`config.mk`:
```
export PLATFORM = sky130hd
export DESIGN_NAME = ftq_ctrl_flat
export DESIGN_NICKNAME = d
export VERILOG_FILES = /design/src/rtl/ftq_ctrl_pkg.sv /design/src/rtl/ftq_ctrl_if.sv /design/src/rtl/ftq_occ_cnt.sv /design/src/rtl/ftq_ctrl.sv /design/src/flat_wrapper.sv
export SDC_FILE = /design/constraint.sdc
export NUM_CORES = 1
export LEC_CHECK = 0
export CAP_MARGIN = 40
export CORE_AREA = 2 2 75 59
export DETAILED_ROUTE_END_ITERATION = 7
export DIE_AREA = 0 0 77 61
export HOLD_SLACK_MARGIN = 0.08
export PLACE_DENSITY = 0.92
export SYNTH_ARGS = -nofsm -noshare
export SYNTH_HDL_FRONTEND = slang
export SYNTH_SLANG_ARGS = --single-unit
```
`constraint.sdc`:
```
create_clock -name Clk -period 6.7 [get_ports Clk]
set_clock_uncertainty 0.1 [all_clocks]
set_input_delay 0.67 -clock Clk [delete_from_list [all_inputs] [get_ports Clk]]
set_output_delay 0.67 -clock Clk [all_outputs]
set_load 0.005 [all_outputs]
```
`src/rtl/ftq_ctrl_pkg.sv`:
```
// FTQ controller shared constants and state encoding.
// Imported by the controller, its counter and the bus interface.
package ftq_ctrl_pkg;

  localparam int FTQ_CAP   = 64;
  localparam int FTQ_SLOTS = 65;
  localparam int FTQ_OCC_W = 7;
  localparam int FTQ_W     = 24;
  localparam int FTQ_HOLD  = 2;

  typedef enum logic [1:0] {
    ST_RUN   = 2'd0,
    ST_FLUSH = 2'd1,
    ST_HOLD  = 2'd2
  } ftq_state_e;

endpackage

```
`src/rtl/ftq_ctrl_if.sv`:
```
// FTQ controller bus: predictor, fetch, redirect and FIFO strobes.
// slave = controller side, master = environment side.
interface ftq_ctrl_if
  import ftq_ctrl_pkg::*;
#(
  parameter int W = FTQ_W
);

  logic                 BpuValid;
  logic [W-1:0]         BpuEntry;
  logic                 BpuReady;
  logic                 FetchValid;
  logic [W-1:0]         FetchEntry;
  logic                 FetchReady;
  logic                 FetchStall;
  logic                 Redirect;
  logic                 FtqWable;
  logic [W-1:0]         FtqDin;
  logic                 FtqRable;
  logic                 FtqClean;
  logic                 FtqFull;
  logic [W-1:0]         FtqPreOut;
  logic [FTQ_OCC_W-1:0] Occupancy;
  logic                 Empty;
  logic                 OccErr;

  modport master (
    output BpuValid, BpuEntry,
    output FetchReady, FetchStall,
    output Redirect, FtqFull, FtqPreOut,
    input  BpuReady, FetchValid,
    input  FetchEntry, FtqWable,
    input  FtqDin, FtqRable, FtqClean,
    input  Occupancy, Empty, OccErr
  );

  modport slave (
    input  BpuValid, BpuEntry,
    input  FetchReady, FetchStall,
    input  Redirect, FtqFull, FtqPreOut,
    output BpuReady, FetchValid,
    output FetchEntry, FtqWable,
    output FtqDin, FtqRable, FtqClean,
    output Occupancy, Empty, OccErr
  );

endinterface

```
`src/rtl/ftq_occ_cnt.sv`:
```
// Up/down occupancy counter with clear, no wrap,
// and a sticky flag for count/full-flag disagreement.
module ftq_occ_cnt
  import ftq_ctrl_pkg::*;
#(
  parameter int CAP = FTQ_CAP
) (
  input  logic                 Clk,
  input  logic                 Rest,
  input  logic                 i_inc,
  input  logic                 i_dec,
  input  logic                 i_clr,
  input  logic                 i_chk,
  input  logic                 i_full,
  output logic [FTQ_OCC_W-1:0] o_occ,
  output logic                 o_err
);

  localparam logic [FTQ_OCC_W-1:0] CAP_V =
    FTQ_OCC_W'(CAP);

  logic [FTQ_OCC_W-1:0] r_occ;
  logic                 r_err;
  logic                 w_at_cap;
  logic                 w_at_zero;

  assign w_at_cap  = (r_occ == CAP_V);
  assign w_at_zero = (r_occ == '0);

  always_ff @(posedge Clk or negedge Rest) begin
    if (!Rest) begin
      r_occ <= '0;
      r_err <= 1'b0;
    end else begin
      if (i_clr) begin
        r_occ <= '0;
      end else if (i_inc && !i_dec) begin
        if (w_at_cap) r_err <= 1'b1;
        else          r_occ <= r_occ + 1'b1;
      end else if (i_dec && !i_inc) begin
        if (w_at_zero) r_err <= 1'b1;
        else           r_occ <= r_occ - 1'b1;
      end
      // FIFO full flag must track the count exactly
      if (i_chk && (i_full != w_at_cap))
        r_err <= 1'b1;
    end
  end

  assign o_occ = r_occ;
  assign o_err = r_err;

endmodule

```
`src/rtl/ftq_ctrl.sv`:
```
// FTQ sequencing controller: handshakes to FIFO strobes,
// occupancy tracking and redirect flush/hold recovery.
module ftq_ctrl
  import ftq_ctrl_pkg::*;
#(
  parameter int FIFOWIDE = FTQ_W,
  parameter int CAP      = FTQ_CAP,
  parameter int HOLD     = FTQ_HOLD
) (
  input logic       Clk,
  input logic       Rest,
  ftq_ctrl_if.slave bus
);

  localparam logic [FTQ_OCC_W-1:0] CAP_V =
    FTQ_OCC_W'(CAP);
  localparam logic [2:0] HOLD_LD = 3'(HOLD - 1);

  ftq_state_e           r_state;
  ftq_state_e           w_state_nxt;
  logic [2:0]           r_hold;
  logic [2:0]           w_hold_nxt;
  logic [FTQ_OCC_W-1:0] w_occ;
  logic [FIFOWIDE-1:0]  w_entry;
  logic                 w_run;
  logic                 w_go;
  logic                 w_bready;
  logic                 w_fvalid;
  logic                 w_wr;
  logic                 w_rd;
  logic                 w_flush;

  always_ff @(posedge Clk or negedge Rest) begin
    if (!Rest) begin
      r_state <= ST_RUN;
      r_hold  <= '0;
    end else begin
      r_state <= w_state_nxt;
      r_hold  <= w_hold_nxt;
    end
  end

  always_comb begin
    w_state_nxt = r_state;
    w_hold_nxt  = r_hold;
    unique case (r_state)
      ST_RUN: begin
        if (bus.Redirect) w_state_nxt = ST_FLUSH;
      end
      ST_FLUSH: begin
        if (bus.Redirect) begin
          w_state_nxt = ST_FLUSH;
        end else begin
          w_state_nxt = ST_HOLD;
          w_hold_nxt  = HOLD_LD;
        end
      end
      ST_HOLD: begin
        if (bus.Redirect)
          w_state_nxt = ST_FLUSH;
        else if (r_hold == '0)
          w_state_nxt = ST_RUN;
        else
          w_hold_nxt = r_hold - 1'b1;
      end
      default: w_state_nxt = ST_RUN;
    endcase
  end

  // Gate on Rest so nothing strobes while held in reset
  assign w_run   = Rest && (r_state == ST_RUN);
  assign w_go    = w_run && !bus.Redirect;
  assign w_flush = Rest && (r_state == ST_FLUSH);

  assign w_bready = w_go && !bus.FtqFull
                    && (w_occ < CAP_V);
  assign w_fvalid = w_go && !bus.FetchStall
                    && (w_occ != '0);
  assign w_wr     = bus.BpuValid && w_bready;
  assign w_rd     = w_fvalid && bus.FetchReady;
  assign w_entry  = bus.BpuEntry;

  ftq_occ_cnt #(.CAP(CAP)) u_occ (
    .Clk    (Clk),
    .Rest   (Rest),
    .i_inc  (w_wr),
    .i_dec  (w_rd),
    .i_clr  (w_flush),
    .i_chk  (w_run),
    .i_full (bus.FtqFull),
    .o_occ  (w_occ),
    .o_err  (bus.OccErr)
  );

  assign bus.BpuReady   = w_bready;
  assign bus.FetchValid = w_fvalid;
  assign bus.FtqWable   = w_wr;
  assign bus.FtqRable   = w_rd;
  assign bus.FtqClean   = w_flush;
  assign bus.FtqDin     = w_entry;
  assign bus.FetchEntry = bus.FtqPreOut;
  assign bus.Occupancy  = w_occ;
  assign bus.Empty      = (w_occ == '0);

endmodule
```
`src/flat_wrapper.sv`:
```
// flat-port wrapper written by rule: the top's interface ports become plain ports
module ftq_ctrl_flat import ftq_ctrl_pkg::*;
#(
  parameter int FIFOWIDE = FTQ_W,
  parameter int CAP      = FTQ_CAP,
  parameter int HOLD     = FTQ_HOLD
)
  (Clk, Rest, bus_BpuValid, bus_BpuEntry, bus_FetchReady, bus_FetchStall, bus_Redirect, bus_FtqFull, bus_FtqPreOut, bus_BpuReady, bus_FetchValid, bus_FetchEntry, bus_FtqWable, bus_FtqDin, bus_FtqRable, bus_FtqClean, bus_Occupancy, bus_Empty, bus_OccErr);
  ftq_ctrl_if bus_i ();
  input logic Clk;
  input logic Rest;
  input wire logic [$bits(bus_i.BpuValid)-1:0] bus_BpuValid;
  input wire logic [$bits(bus_i.BpuEntry)-1:0] bus_BpuEntry;
  input wire logic [$bits(bus_i.FetchReady)-1:0] bus_FetchReady;
  input wire logic [$bits(bus_i.FetchStall)-1:0] bus_FetchStall;
  input wire logic [$bits(bus_i.Redirect)-1:0] bus_Redirect;
  input wire logic [$bits(bus_i.FtqFull)-1:0] bus_FtqFull;
  input wire logic [$bits(bus_i.FtqPreOut)-1:0] bus_FtqPreOut;
  output wire logic [$bits(bus_i.BpuReady)-1:0] bus_BpuReady;
  output wire logic [$bits(bus_i.FetchValid)-1:0] bus_FetchValid;
  output wire logic [$bits(bus_i.FetchEntry)-1:0] bus_FetchEntry;
  output wire logic [$bits(bus_i.FtqWable)-1:0] bus_FtqWable;
  output wire logic [$bits(bus_i.FtqDin)-1:0] bus_FtqDin;
  output wire logic [$bits(bus_i.FtqRable)-1:0] bus_FtqRable;
  output wire logic [$bits(bus_i.FtqClean)-1:0] bus_FtqClean;
  output wire logic [$bits(bus_i.Occupancy)-1:0] bus_Occupancy;
  output wire logic [$bits(bus_i.Empty)-1:0] bus_Empty;
  output wire logic [$bits(bus_i.OccErr)-1:0] bus_OccErr;
  assign bus_i.BpuValid = bus_BpuValid;
  assign bus_i.BpuEntry = bus_BpuEntry;
  assign bus_i.FetchReady = bus_FetchReady;
  assign bus_i.FetchStall = bus_FetchStall;
  assign bus_i.Redirect = bus_Redirect;
  assign bus_i.FtqFull = bus_FtqFull;
  assign bus_i.FtqPreOut = bus_FtqPreOut;
  assign bus_BpuReady = bus_i.BpuReady;
  assign bus_FetchValid = bus_i.FetchValid;
  assign bus_FetchEntry = bus_i.FetchEntry;
  assign bus_FtqWable = bus_i.FtqWable;
  assign bus_FtqDin = bus_i.FtqDin;
  assign bus_FtqRable = bus_i.FtqRable;
  assign bus_FtqClean = bus_i.FtqClean;
  assign bus_Occupancy = bus_i.Occupancy;
  assign bus_Empty = bus_i.Empty;
  assign bus_OccErr = bus_i.OccErr;
  ftq_ctrl #(.FIFOWIDE(FIFOWIDE), .CAP(CAP), .HOLD(HOLD)) u_core (.Clk(Clk), .Rest(Rest), .bus(bus_i));
endmodule
```
# Yosys cells after proc, flatten, opt, wreduce, memory -nomap -nowiden
# Cells that the tools add are included.
# word_totals
reg_bits	13
inputBits	55
output_inout_bits	62
wordCells	70
# classes
addsub	3
order_cmp	1
n_eq_ne	13
mux	20
reduce_logical	29
# ops
cell	count
7-bit two-way mux	5
1-bit logical AND	12
3-bit two-way mux	3
3-bit by 2-bit != test with 1-bit output, second input constant	3
3-bit nonzero test	3
2-bit two-way mux	4
2-bit != test, second input constant	4
4-bit AND reduction	2
7-bit by 1-bit adder with 7-bit output, second input constant	1
7-bit equality test, second input constant	1
7-bit logical NOT	1
7-bit less-than comparator, second input constant	1
7-bit nonzero test	1
7-bit by 1-bit subtractor with 7-bit output, second input constant	1
1-bit two-way mux	6
2-bit one-hot mux with 3 select lines	1
3-bit one-hot mux with 2 select lines	1
1-bit logical NOT	5
3-bit logical NOT	1
3-bit != test, second input constant	1
3-bit AND reduction	1
3-bit by 1-bit subtractor with 3-bit output, second input constant	1
2-bit by 1-bit equality test with 1-bit output, second input constant	1
2-bit equality test, second input constant	1
5 further kinds	5

# Depth between registers and ports, before layout
# Gate-level depths: netlist of the first run.
# depth
depth_word	12
ltp_mapped	13
depth_no_buf	13

# Hierarchy
# From an unflattened synthesis of the first run, not the netlist that was laid out.
# unflattened
hier_cells	165
area_unflattened_um2	1440.1
# modules_own_cells
module	n_inst	cells_per_inst	area_each_um2	seq_area_each_um2
ftq_ctrl	1	92	743.2	125.1
ftq_occ_cnt	1	73	696.9	200.2

# Least setup slack after synthesis of the first run
# OpenSTA, ideal clock, no wires.
# synth_timing
kind	input to register
from	input port Rest
to	register u_core.u_occ.r_occ[6] (netlist: u_core.u_occ.o_occ[6])
setup_time_ps	125
arrival_time_ps	3089
setup_slack_ps	3386
path_stages	12
n_path_buf	0
path_cell_list	nor2b_1 -> nand2_1 -> nor3_1 -> and2_1 -> ha_1 -> inv_1 -> fa_1 -> a211oi_1 -> o21ai_0 -> and3_1 -> o21ai_2 -> mux2_4
# synth_between
elab_chain_len	9
elab_cells_between_ends	19
cone_classes	2 x eq/ne; 2 x mux; 15 x reduce/logical
# synth_rtl
item	line	rtl
from (decl)	flat_wrapper.sv:11	input logic Rest;
1-bit logical AND (*)	ftq_ctrl.sv:71	assign w_run = Rest && (r_state == ST_RUN);
1-bit logical AND (*)	ftq_ctrl.sv:72	assign w_go = w_run && !bus.Redirect;
1-bit logical AND (*)	ftq_ctrl.sv:75	assign w_bready = w_go && !bus.FtqFull
1-bit logical AND (*)	ftq_ctrl.sv:76	&& (w_occ < CAP_V);
named net bus_BpuReady	flat_wrapper.sv:19	output wire logic [$bits(bus_i.BpuReady)-1:0] bus_BpuReady;
1-bit logical AND (*)	ftq_ctrl.sv:79	assign w_wr = bus.BpuValid && w_bready;
named net bus_FtqWable	flat_wrapper.sv:22	output wire logic [$bits(bus_i.FtqWable)-1:0] bus_FtqWable;
1-bit logical NOT	ftq_occ_cnt.sv:40	end else if (i_dec && !i_inc) begin
1-bit logical AND	ftq_occ_cnt.sv:40	
3-bit nonzero test (no line)	-	
3-bit AND reduction (no line)	-	
to (signal assigned)	ftq_occ_cnt.sv:39	else r_occ <= r_occ + 1'b1;
to (signal assigned)	ftq_occ_cnt.sv:42	else r_occ <= r_occ - 1'b1;
to (decl)	ftq_occ_cnt.sv:22	logic [FTQ_OCC_W-1:0] r_occ;
# Mark *: on every way through the listed nets, which the timed path passes. The rest lies on a longest branch.
# A chain may end at the register's enable or synchronous reset.

# Final worst setup path of the first run
# layout_timing
from	input port Rest
to	register u_core.u_occ.r_occ[6] (netlist: u_core.u_occ.o_occ[6])
# layout_between
elab_chain_len	9
elab_cells_between_ends	19
cone_classes	2 x eq/ne; 2 x mux; 15 x reduce/logical
# layout_rtl
item	line
1-bit logical AND	ftq_ctrl.sv:71
1-bit logical AND	ftq_ctrl.sv:72
1-bit logical AND, on equally long branches	ftq_ctrl.sv:77, ftq_ctrl.sv:75
1-bit logical AND, on equally long branches	ftq_ctrl.sv:78, ftq_ctrl.sv:76
1-bit logical AND, on equally long branches	ftq_ctrl.sv:80, ftq_ctrl.sv:79
1-bit logical NOT, on equally long branches	ftq_occ_cnt.sv:37, ftq_occ_cnt.sv:40
1-bit logical AND, on equally long branches	ftq_occ_cnt.sv:37, ftq_occ_cnt.sv:40
3-bit != test (no line), or another cell as far along	-
3-bit AND reduction (no line) or 7-bit two-way mux (tied branches)	-
# Parallel ways exist; a longest one is shown, timed or not.

==> impl_results.md, run 1 <==
* Pwr Density at 393 nW/um2
* Fmax at 230 MHz
* Total internal power at 0.292 mW
* Fin Setup TNS at 0 ps
* Clk buf depth at 2
* Post-synth EDFFs at 0
* Biggest area consumer among synthesized cells: buf_4
* Drt first pass iters at 4
* Sequential fraction of the synthesis area at 24.9%
* RR Endpoint: u_core.u_occ.o_occ[6]$_DFFE_PN0P_
* Critical path's largest stage delay at 860 ps
* Sw power at 0.202 mW
* Syn Inst Count at 149
* # placed instances at 175
* Max-Cap Viols at 0
* Root buffer cell: clkbuf_8
* Comb pwr share at 58.5%
* Syn avg cell area at 8.78 um2
* Post CTS Setup Buffer Count at 0
* P&R area growth vs syn at -3.83%
* Clock-pin slew on the worst setup and hold paths at 60 ps
* First-pass GRT wire length at 4030 um
* Row count at 20
* CP Max Fanout at 14
* Post-synth top area share at 27.6%
* Initial drt markers at 22
* Worst slew pin tran at 613 ps
* GRT Total Usage at 10.9%
* R2R setup slack at 3080 ps
* Worst r2r src: u_core.u_occ.o_occ[3]$_DFFE_PN0P_
* Residual DRC at 0
* WP depth at 13
* Routability Congestion at 0.771
* Worst Setup SP: Rest
* Period utilization at 64.9%
* Synthesized area at 1310 um2
* YS warnings at 0
* IO Count at 117
* Die area at 4700 um2
* Crit-path leading delay family: buffers and inverters
* Critical Path Sink: u_core.u_occ.o_occ[6]$_DFFE_PN0P_
* Filler-free cell count of the finished design at 179
* Synth Register Bits at 13
* Final WL at 2410 um
* Vias at 874
* Resized Gates After CTS at 0
* Port Buffers at 20
* Unique masters post-synth at 35
* Required @ worst endpoint at 6730 ps
* Min-Delay Path Depth at 1
* Hpwl dp at 1840 um
* Slew headroom at 59.0%
* Post-layout min period at 4350 ps
* Die Span Y at 61 um
* Startpoint type of the worst setup path: primary input
* Buf/Inv on CP at 2
* Clock sinks at 13
* Num CTS Buffers at 3
* Antenna Cells at 0
* Worst VDD drop at 0.169 mV
* Top_reg_cell synth: dfrtp_1
* Min-delay worst type: flip-flop to flip-flop
* Initial Utilization at 33.1%
* FF-to-FF path depth at 13
* Final Util at 31.8%
* Unrepaired setup endpoints after global routing: no
* Leak at 0.513 nW
* Vias in the first global route at 902
* Final setup violation count at 0
* Nets at 189
* Critical-path cell list: clkdlybuf4s50_1, nor2b_1, nand2_1, nor3_1, and2_1, ha_1, inv_1, fa_1, a211oi_1, o21ai_0, and3_1, o21ai_2, mux2_4
* DRT antenna net count at 0
* Clock share of power at 14.5%
* Worst path arrival time at 4380 ps
* Fraction of registers with async set/reset at 100%
* Sequential share of power at 27.0%
* Post-CTS Hold Buffers at 0
* Initial antenna violation count at 0
* CTS tree: built
* GRT overflow at 0
* CP endpoint kind: flip-flop
* Core area at 3950 um2
* Post-synth net total at 213
* Switch share at 40.9%
* Outcome: finished clean
* H-tree levels at 1
* Share of cells above drive strength 1 at 7.26%
* Final hold vios at 0
* Crit-path slowest cell: clkdlybuf4s50_1
* Setup CP Type: primary input to flip-flop
* Wire per inst at 13.5 um
* Ranking of synthesized cells by area: buf_4, dfrtp_1, ha_1
* Final Max Tran Viols at 0
* Vias/cell at 4.88
* Largest net degree at the start of global routing at 15
* Die W at 77 um
* Clock Latency Late Sink at 250 ps
cells in the mapped netlist (2+ instances only):
cell / number
buf_4: 48
dfrtp_1: 13
nand2_1: 10
nor2_1: 9
a21oi_1: 8
ha_1: 8
o21ai_0: 5
xnor2_1: 5
inv_1: 4
a211oi_1: 3
and2_1: 3
nor2b_1: 3
nor3_1: 3
a21boi_0: 2
a21o_1: 2
mux2i_1: 2
nand2b_1: 2
o21bai_1: 2
cell families (layout without fill, tap and decap cells):
| family | Yosys count | count (layout) | synth area share [%] |
|---|---|---|---|
| fa+ha+maj | 9 | 9 | 9.19 |
| buf+inv | 53 | 28 | 29.1 |
| xor+xnor | 5 | 5 | 3.35 |
| mux | 3 | 3 | 2.68 |
| flops | 13 | 13 | 24.9 |
| simple gates | 36 | 36 | 14.6 |
| compound gates | 30 | 30 | 16.2 |
state kept, by name (all words and copies together), names as in the netlist:
name,count
u_core.u_occ.o_occ,7
u_core.r_hold,3
u_core.r_state,2
u_core.u_occ.o_err,1
power by group through the flow:
stage | combinational [mW] | sequential [mW] | clock [mW]
final | 0.289 | 0.133 | 0.0719
after global routing | 0.319 | 0.139 | 0.0761
after CTS | 0.287 | 0.133 | 0.0742
after detailed placement | 0.284 | 0.134 | 0
after global placement | 0.274 | 0.135 | 0
after floorplan | 0.211 | 0.129 | 0
how the worst min path moves through the flow:
stage | slack (ps) | start | end
finish | 380 | u_core.u_occ.o_err$_DFFE_PN0P_ | u_core.u_occ.o_err$_DFFE_PN0P_
global route | 410 | u_core.u_occ.o_err$_DFFE_PN0P_ | u_core.u_occ.o_err$_DFFE_PN0P_
CTS | 380 | u_core.u_occ.o_err$_DFFE_PN0P_ | u_core.u_occ.o_err$_DFFE_PN0P_
detailed placement | 370 | u_core.u_occ.o_err$_DFFE_PN0P_ | u_core.u_occ.o_err$_DFFE_PN0P_
global placement | 360 | u_core.u_occ.o_err$_DFFE_PN0P_ | u_core.u_occ.o_err$_DFFE_PN0P_
floorplan | 270 | Rest | u_core.r_hold[0]$_DFFE_PN0P_
worst reg2reg max path, delay by kind of cell (launching register included):
kind	cells	cell delay, ps
AO/OA/AOI/OAI	3	690
adder cells (fa/ha/maj)	2	680
buffers and inverters	1	160
flip-flops	1	450
multiplexers	1	310
AND/OR/NAND/NOR	6	1120
metrics by stage:
step / total power, mW / cell area [um2] / hold slack, ps / setup WS, ps
after CTS: 0.495 / 1260 / 380 / 2350
final: 0.494 / 1260 / 376 / 2350
after detailed placement: 0.418 / 1210 / 367 / 2090
after global placement: 0.409 / 1210 / 361 / 2380
after global routing: 0.534 / 1260 / 412 / 2100
after floorplan: 0.340 / 1310 / 274 / 3390
metal layers:
| metal | vias up | track usage (%) | wire, um |
|---|---|---|---|
| met5 | - | 0 | 0 |
| met4 | 0 | 6.12 | 53 |
| met3 | 10 | 2.83 | 123 |
| met2 | 29 | 18.8 | 1130 |
| met1 | 426 | 12.9 | 1110 |
| li1 | 409 | - | - |
cells in the final DEF (no fill, tap or decap), types with 2 or more instances in the layout:
cell type	count
a21oi_1	8
nand2b_1	2
a21boi_0	2
a211oi_1	3
xnor2_1	5
o21bai_1	2
clkdlybuf4s50_1	20
nor2b_1	3
mux2i_1	2
dfrtp_1	13
and2_1	3
inv_1	4
nor2_1	9
o21ai_0	5
clkbuf_8	3
nor3_1	3
ha_1	8
nand2_1	10
a21o_1	2
area by class of cell:
type	count	area, um2
clock buffer	3	41.3
clock inverter	1	5.00
fill	438	2700
inverter	4	15.0
multi-input combinational	83	602
sequential	13	325
tap	55	68.8
timing repair buffer	20	200
(Power assumes the default switching activity.)
==> run 2: changes to the inputs <==
--- a/config.mk
+++ b/config.mk
@@ -6,11 +6,11 @@
 export NUM_CORES = 1
 export LEC_CHECK = 0
 export CAP_MARGIN = 40
-export CORE_AREA = 2 2 75 59
+export CORE_AREA = 2 2 78 62
 export DETAILED_ROUTE_END_ITERATION = 7
-export DIE_AREA = 0 0 77 61
+export DIE_AREA = 0 0 80 64
 export HOLD_SLACK_MARGIN = 0.08
-export PLACE_DENSITY = 0.92
+export PLACE_DENSITY = 0.85
 export SYNTH_ARGS = -nofsm -noshare
 export SYNTH_HDL_FRONTEND = slang
 export SYNTH_SLANG_ARGS = --single-unit
==> constraint.sdc (replaced) <==
create_clock -name Clk -period 4.1 [get_ports Clk]
set_clock_uncertainty 0.1 [all_clocks]
set_input_delay 0.41 -clock Clk [delete_from_list [all_inputs] [get_ports Clk]]
set_output_delay 0.41 -clock Clk [all_outputs]
set_load 0.005 [all_outputs]
==> impl_results.md, run 2 (synthesized netlist as in run 1, its figures left out) <==
* CP Max Fanout at 6 (-8)
* Drt first pass iters at 4 (unchanged)
* Leak at 0.515 nW (+0.40%)
* Clock-pin slew on the worst setup and hold paths at 60 ps (about the same)
* # placed instances at 178 (+1.7%)
* Pwr Density at 631 nW/um2 (+61%)
* Worst path arrival time at 3640 ps (-740 ps)
* Initial Utilization at 30.3% (-2.7 points)
* Num CTS Buffers at 3 (unchanged)
* Initial antenna violation count at 0 (unchanged)
* Sequential share of power at 27.2% (+0.2 points)
* Vias in the first global route at 858 (-4.9%)
* Post CTS Setup Buffer Count at 0 (unchanged)
* Vias at 868 (-0.69%)
* Fmax at 277 MHz
* First-pass GRT wire length at 4080 um (+1.2%)
* Crit-path slowest cell: clkdlybuf4s50_1
* P&R area growth vs syn at -3.16%
* Critical path's largest stage delay at 470 ps (-390 ps)
* Die area at 5120 um2 (+9.0%)
* Outcome: finished clean
* Filler-free cell count of the finished design at 182 (+1.7%)
* Final WL at 2400 um (-0.50%)
* Final Util at 29.4% (-2.4 points)
* Period utilization at 88.1%
* Post-layout min period at 3610 ps
* Total internal power at 0.479 mW (+64%)
* Antenna Cells at 0 (unchanged)
* Startpoint type of the worst setup path: primary input
* Setup CP Type: primary input to flip-flop
* Unrepaired setup endpoints after global routing: no
* Post-CTS Hold Buffers at 0 (unchanged)
* Critical-path cell list: clkdlybuf4s50_1, nor2b_1, nand2_1, nor3_1, and2_1, ha_1, inv_1, fa_1, a211oi_1, o21ai_0, and3_1, o21ai_2, mux2_4
* Resized Gates After CTS at 0 (unchanged)
* Most frequent cells in the layout: clkdlybuf4s50_1, dfrtp_1, nand2_1
* Wire per inst at 13.2 um (-2.1%)
* Sw power at 0.320 mW (+58%)
* Nets at 190 (+0.53%)
* Root buffer cell: clkbuf_8
* Largest net degree at the start of global routing at 14 (-1)
* CTS tree: built
* Final Max Tran Viols at 0 (unchanged)
* Max-Cap Viols at 0 (unchanged)
* Required @ worst endpoint at 4130 ps (-2600 ps)
* Design Power at 0.799 mW (+62%)
* Clock share of power at 14.5% (about the same)
* Comb pwr share at 58.3% (-0.2 points)
* Min-delay worst type: flip-flop to flip-flop
* Clock Latency Late Sink at 240 ps (about the same)
* Worst slew pin tran at 400 ps (-213 ps)
* Hpwl dp at 1810 um (-1.5%)
* Largest register FFs at 7 (unchanged)
* GRT overflow at 0 (unchanged)
* Vias/cell at 4.77 (-2.3%)
* Residual DRC at 0 (unchanged)
* Core area at 4310 um2 (+9.0%)
* GRT Total Usage at 10.1% (-0.81 points)
* Row count at 21 (+5.0%)
* Initial drt markers at 37 (+68%)
* Routability Congestion at 0.824 (+6.8%)
* IO Count at 117 (unchanged)
* Die Span Y at 64 um (+4.9%)
* H-tree levels at 1 (unchanged)
* Final hold vios at 0 (unchanged)
* Clk buf depth at 2 (unchanged)
* Worst VDD drop at 0.155 mV (-8.3%)
* Fin Setup TNS at 0 ps (unchanged)
* CP endpoint kind: flip-flop
* Switch share at 40.0% (-0.87 points)
* Commonest non-fill, non-tap cell in the layout: clkdlybuf4s50_1
* Final setup violation count at 0 (unchanged)
* DRT antenna net count at 0 (unchanged)
* Port Buffers at 20 (unchanged)
* Slew headroom at 73.3% (+14 points)
* Clock sinks at 13 (unchanged)
* Share of cells above drive strength 1 at 7.20% (-0.058 points)
* Die W at 80 um (+3.9%)
run 2: cell types whose count changed in the layout (fill, tap and decap cells not counted), sizes merged:
cell    before  now
buf          0    1
clkbuf       3    4
clkinv       1    0
run 2: final timing paths:
path,from,endpoint,slack [ps],cells past startpoint
worst max-delay path,Rest,u_core.u_occ.o_occ[6]$_DFFE_PN0P_,490,13
worst min-delay path,u_core.u_occ.o_err$_DFFE_PN0P_,u_core.u_occ.o_err$_DFFE_PN0P_,370,1
worst max register to register,u_core.u_occ.o_occ[3]$_DFFE_PN0P_,u_core.u_occ.o_occ[6]$_DFFE_PN0P_,570,13
worst min register to register,u_core.u_occ.o_err$_DFFE_PN0P_,u_core.u_occ.o_err$_DFFE_PN0P_,370,1
max in group asynchronous,Rest,u_core.r_state[1]$_DFFE_PN0P_,3340,2
min in group asynchronous,Rest,u_core.u_occ.o_err$_DFFE_PN0P_,390,2
run 2: per-stage QoR:
stage / setup slack, ps / instance area [um2] / hold WS [ps]
2_1_floorplan: 898 / 1310 / 14.4
3_3_place_gp: 506 / 1220 / 365
3_5_place_dp: 329 / 1220 / 362
4_1_cts: 519 / 1270 / 379
5_1_grt: 255 / 1270 / 405
6_report: 488 / 1270 / 371
run 2: critical path: cells and delay by family:
kind	cells	cell delay, ps
adder cells (fa/ha/maj)	2	670
AO/OA/AOI/OAI	3	680
buffers and inverters	2	610
AND/OR/NAND/NOR	5	950
multiplexers	1	300
run 2: routing by layer:
layer	vias to the layer above	track usage (%)	share of wire, %
met5	-	0	0
met4	0	3.18	0.042
met3	2	4.80	7.9
met2	28	15.8	47
met1	421	12.3	45
li1	417	-	-
run 2: area by class of cell:
type / instances / area, um2
Tap cell: 57 / 71.3
Clock buffer: 4 / 45.0
Sequential cell: 13 / 325
Inverter: 4 / 15.0
Fill cell: 463 / 3040
Multi-Input combinational cell: 83 / 602
Timing Repair Buffer: 21 / 208
run 2: power by group through the flow:
stage / Clock, mW / Combinational [mW] / Sequential (mW)
final: 0.116 / 0.466 / 0.218
after global routing: 0.125 / 0.517 / 0.226
after CTS: 0.119 / 0.470 / 0.218
after detailed placement: 0 / 0.460 / 0.220
after global placement: 0 / 0.452 / 0.220
after floorplan: 0 / 0.345 / 0.210
==> run 3: changes to the inputs <==
--- a/config.mk
+++ b/config.mk
@@ -10,6 +10,7 @@
 export DETAILED_ROUTE_END_ITERATION = 7
 export DIE_AREA = 0 0 80 64
 export HOLD_SLACK_MARGIN = 0.08
+export MAX_ROUTING_LAYER = met4
 export PLACE_DENSITY = 0.85
 export SYNTH_ARGS = -nofsm -noshare
 export SYNTH_HDL_FRONTEND = slang
==> impl_results.md, run 3 (synthesized netlist as in run 1, its figures left out) <==
* Clock Latency Late Sink at 240 ps (about the same)
* Initial Utilization at 30.3% (unchanged)
* Residual DRC at 0 (unchanged)
* GRT overflow at 0 (unchanged)
* Nets at 190 (unchanged)
* Share of cells above drive strength 1 at 7.20% (unchanged)
* Root buffer cell: clkbuf_8
* Startpoint type of the worst setup path: primary input
* Multi-input gate area at 602 um2 (unchanged)
* Critical-path cell list: clkdlybuf4s50_1, nor2b_1, nand2_1, nor3_1, and2_1, ha_1, inv_1, fa_1, a211oi_1, o21ai_0, and3_1, o21ai_2, mux2_4
* Antenna Cells at 0 (unchanged)
* Post CTS Setup Buffer Count at 0 (unchanged)
* Placed Area at 1220 um2 (unchanged)
* H-tree levels at 1 (unchanged)
* Worst slew pin tran at 401 ps (+0.595 ps)
* Fmax at 277 MHz (about the same)
* DRT antenna net count at 0 (unchanged)
* Final WL at 2400 um (about the same)
* Die W at 80 um (unchanged)
* P&R area growth vs syn at -3.16% (unchanged)
* Unrepaired setup endpoints after global routing: no
* Routability Congestion at 0.836 (+1.5%)
* Port Buffers at 20 (unchanged)
* IO Count at 117 (unchanged)
* Design Power at 0.800 mW (about the same)
* Most frequent cells in the layout: clkdlybuf4s50_1, dfrtp_1, nand2_1
* Buf/Inv on CP at 2 (unchanged)
* Commonest non-fill, non-tap cell in the layout: clkdlybuf4s50_1
* Final hold vios at 0 (unchanged)
* Post-route cell area at 1270 um2 (unchanged)
* Vias at 868 (unchanged)
* Pre-CTS WS at 329 ps (unchanged)
* Post-route setup slack at 487 ps (-1.16 ps)
* Pwr Density at 632 nW/um2 (about the same)
* Die area at 5120 um2 (unchanged)
* Clk buf depth at 2 (unchanged)
* CP endpoint kind: flip-flop
* Post-CTS Hold Buffers at 0 (unchanged)
* Wire per inst at 13.2 um (about the same)
* Vias/cell at 4.77 (unchanged)
* FF/Latch Area at 325 um2 (unchanged)
* Die Span Y at 64 um (unchanged)
* Leak at 0.515 nW (unchanged)
* Post-layout min period at 3610 ps (+1.16 ps)
* GRT Total Usage at 10.4% (+0.28 points)
* Core area at 4310 um2 (unchanged)
* Initial antenna violation count at 0 (unchanged)
* Critical path's largest stage delay at 470 ps (about the same)
* Largest net degree at the start of global routing at 14 (unchanged)
* Clock sinks at 13 (unchanged)
* Clock-pin slew on the worst setup and hold paths at 60 ps (about the same)
* CTS tree: built
* Drt first pass iters at 4 (unchanged)
* CP Max Fanout at 6 (unchanged)
* Required @ worst endpoint at 4130 ps (about the same)
* Outcome: finished clean
* Initial drt markers at 33 (-11%)
* Largest register FFs at 7 (unchanged)
* Hpwl dp at 1810 um (unchanged)
* Slew headroom at 73.3% (about the same)
* Max-Cap Viols at 0 (unchanged)
* Crit-path slowest cell: clkdlybuf4s50_1
* Worst VDD drop at 0.155 mV (about the same)
* Final setup violation count at 0 (unchanged)
* Setup CP Type: primary input to flip-flop
* Crit-path leading delay family: simple AND/OR/NAND/NOR gates
* Row count at 21 (unchanged)
* Num CTS Buffers at 3 (unchanged)
* Period utilization at 88.1% (about the same)
* Worst path arrival time at 3640 ps (about the same)
* Resized Gates After CTS at 0 (unchanged)
* Fillers at 463 (unchanged)
* Final Max Tran Viols at 0 (unchanged)
* Vias in the first global route at 858 (unchanged)
* Fin Setup TNS at 0 ps (unchanged)
* Min-delay worst type: flip-flop to flip-flop
* First-pass GRT wire length at 4080 um (unchanged)
-- run 3: cell counts in the layout (fill, tap and decap cells not counted) --
No cell type changed its count.
-- run 3: final timing paths --
kind,from,endpoint,depth (start not counted),slack [ps]
setup / recovery,Rest,u_core.u_occ.o_occ[6]$_DFFE_PN0P_,13,490
hold / removal,u_core.u_occ.o_err$_DFFE_PN0P_,u_core.u_occ.o_err$_DFFE_PN0P_,1,370
setup reg to reg,u_core.u_occ.o_occ[3]$_DFFE_PN0P_,u_core.u_occ.o_occ[6]$_DFFE_PN0P_,13,570
hold reg to reg,u_core.u_occ.o_err$_DFFE_PN0P_,u_core.u_occ.o_err$_DFFE_PN0P_,1,370
max in group asynchronous,Rest,u_core.r_state[1]$_DFFE_PN0P_,2,3340
min in group asynchronous,Rest,u_core.u_occ.o_err$_DFFE_PN0P_,2,390
-- run 3: report_power, final --
group          switching (mW)  internal (mW)  total, mW
combinational           0.220          0.247      0.467
sequential             0.0536          0.164      0.218
clock                  0.0469         0.0687      0.116
total                   0.320          0.479      0.800
-- run 3: layer usage --
| layer | wire [um] | share of wire [%] | GRT usage (%) |
|---|---|---|---|
| met1 | 1090 | 45 | 12.5 |
| met2 | 1140 | 47 | 15.8 |
| met3 | 175 | 7.3 | 4.52 |
| met4 | 1 | 0.042 | 3.18 |
| met5 | 0 | 0 | - |
-- run 3: cell type report --
| cell class | count | area share [%] |
|---|---|---|
| Inverter | 4 | 1.19 |
| Sequential cell | 13 | 25.7 |
| Clock buffer | 4 | 3.56 |
| Tap cell | 57 | 5.63 |
| Multi-Input combinational cell | 83 | 47.5 |
| Timing Repair Buffer | 21 | 16.4 |
-- run 3: worst register-to-register path: stages, from the launching register on --
cell	delay (ps)
dfrtp_1	430
nor4_4	430
nand2_1	120
nor2_1	160
nor3_1	90
nand2_1	80
ha_1	220
inv_1	140
fa_1	450
a211oi_1	350
o21ai_0	180
and3_1	200
o21ai_2	150
mux2_4	300
-- run 3: through the flow --
| stage | hold WS [ps] | utilization [%] | instances |
|---|---|---|---|
| floorplan | 14.4 | - | 149 |
| global placement | 365 | 28.3 | 178 |
| detailed placement | 362 | 28.3 | 178 |
| CTS | 379 | 29.4 | 182 |
| global route | 405 | 29.4 | 182 |
| finish | 371 | 29.4 | 182 |
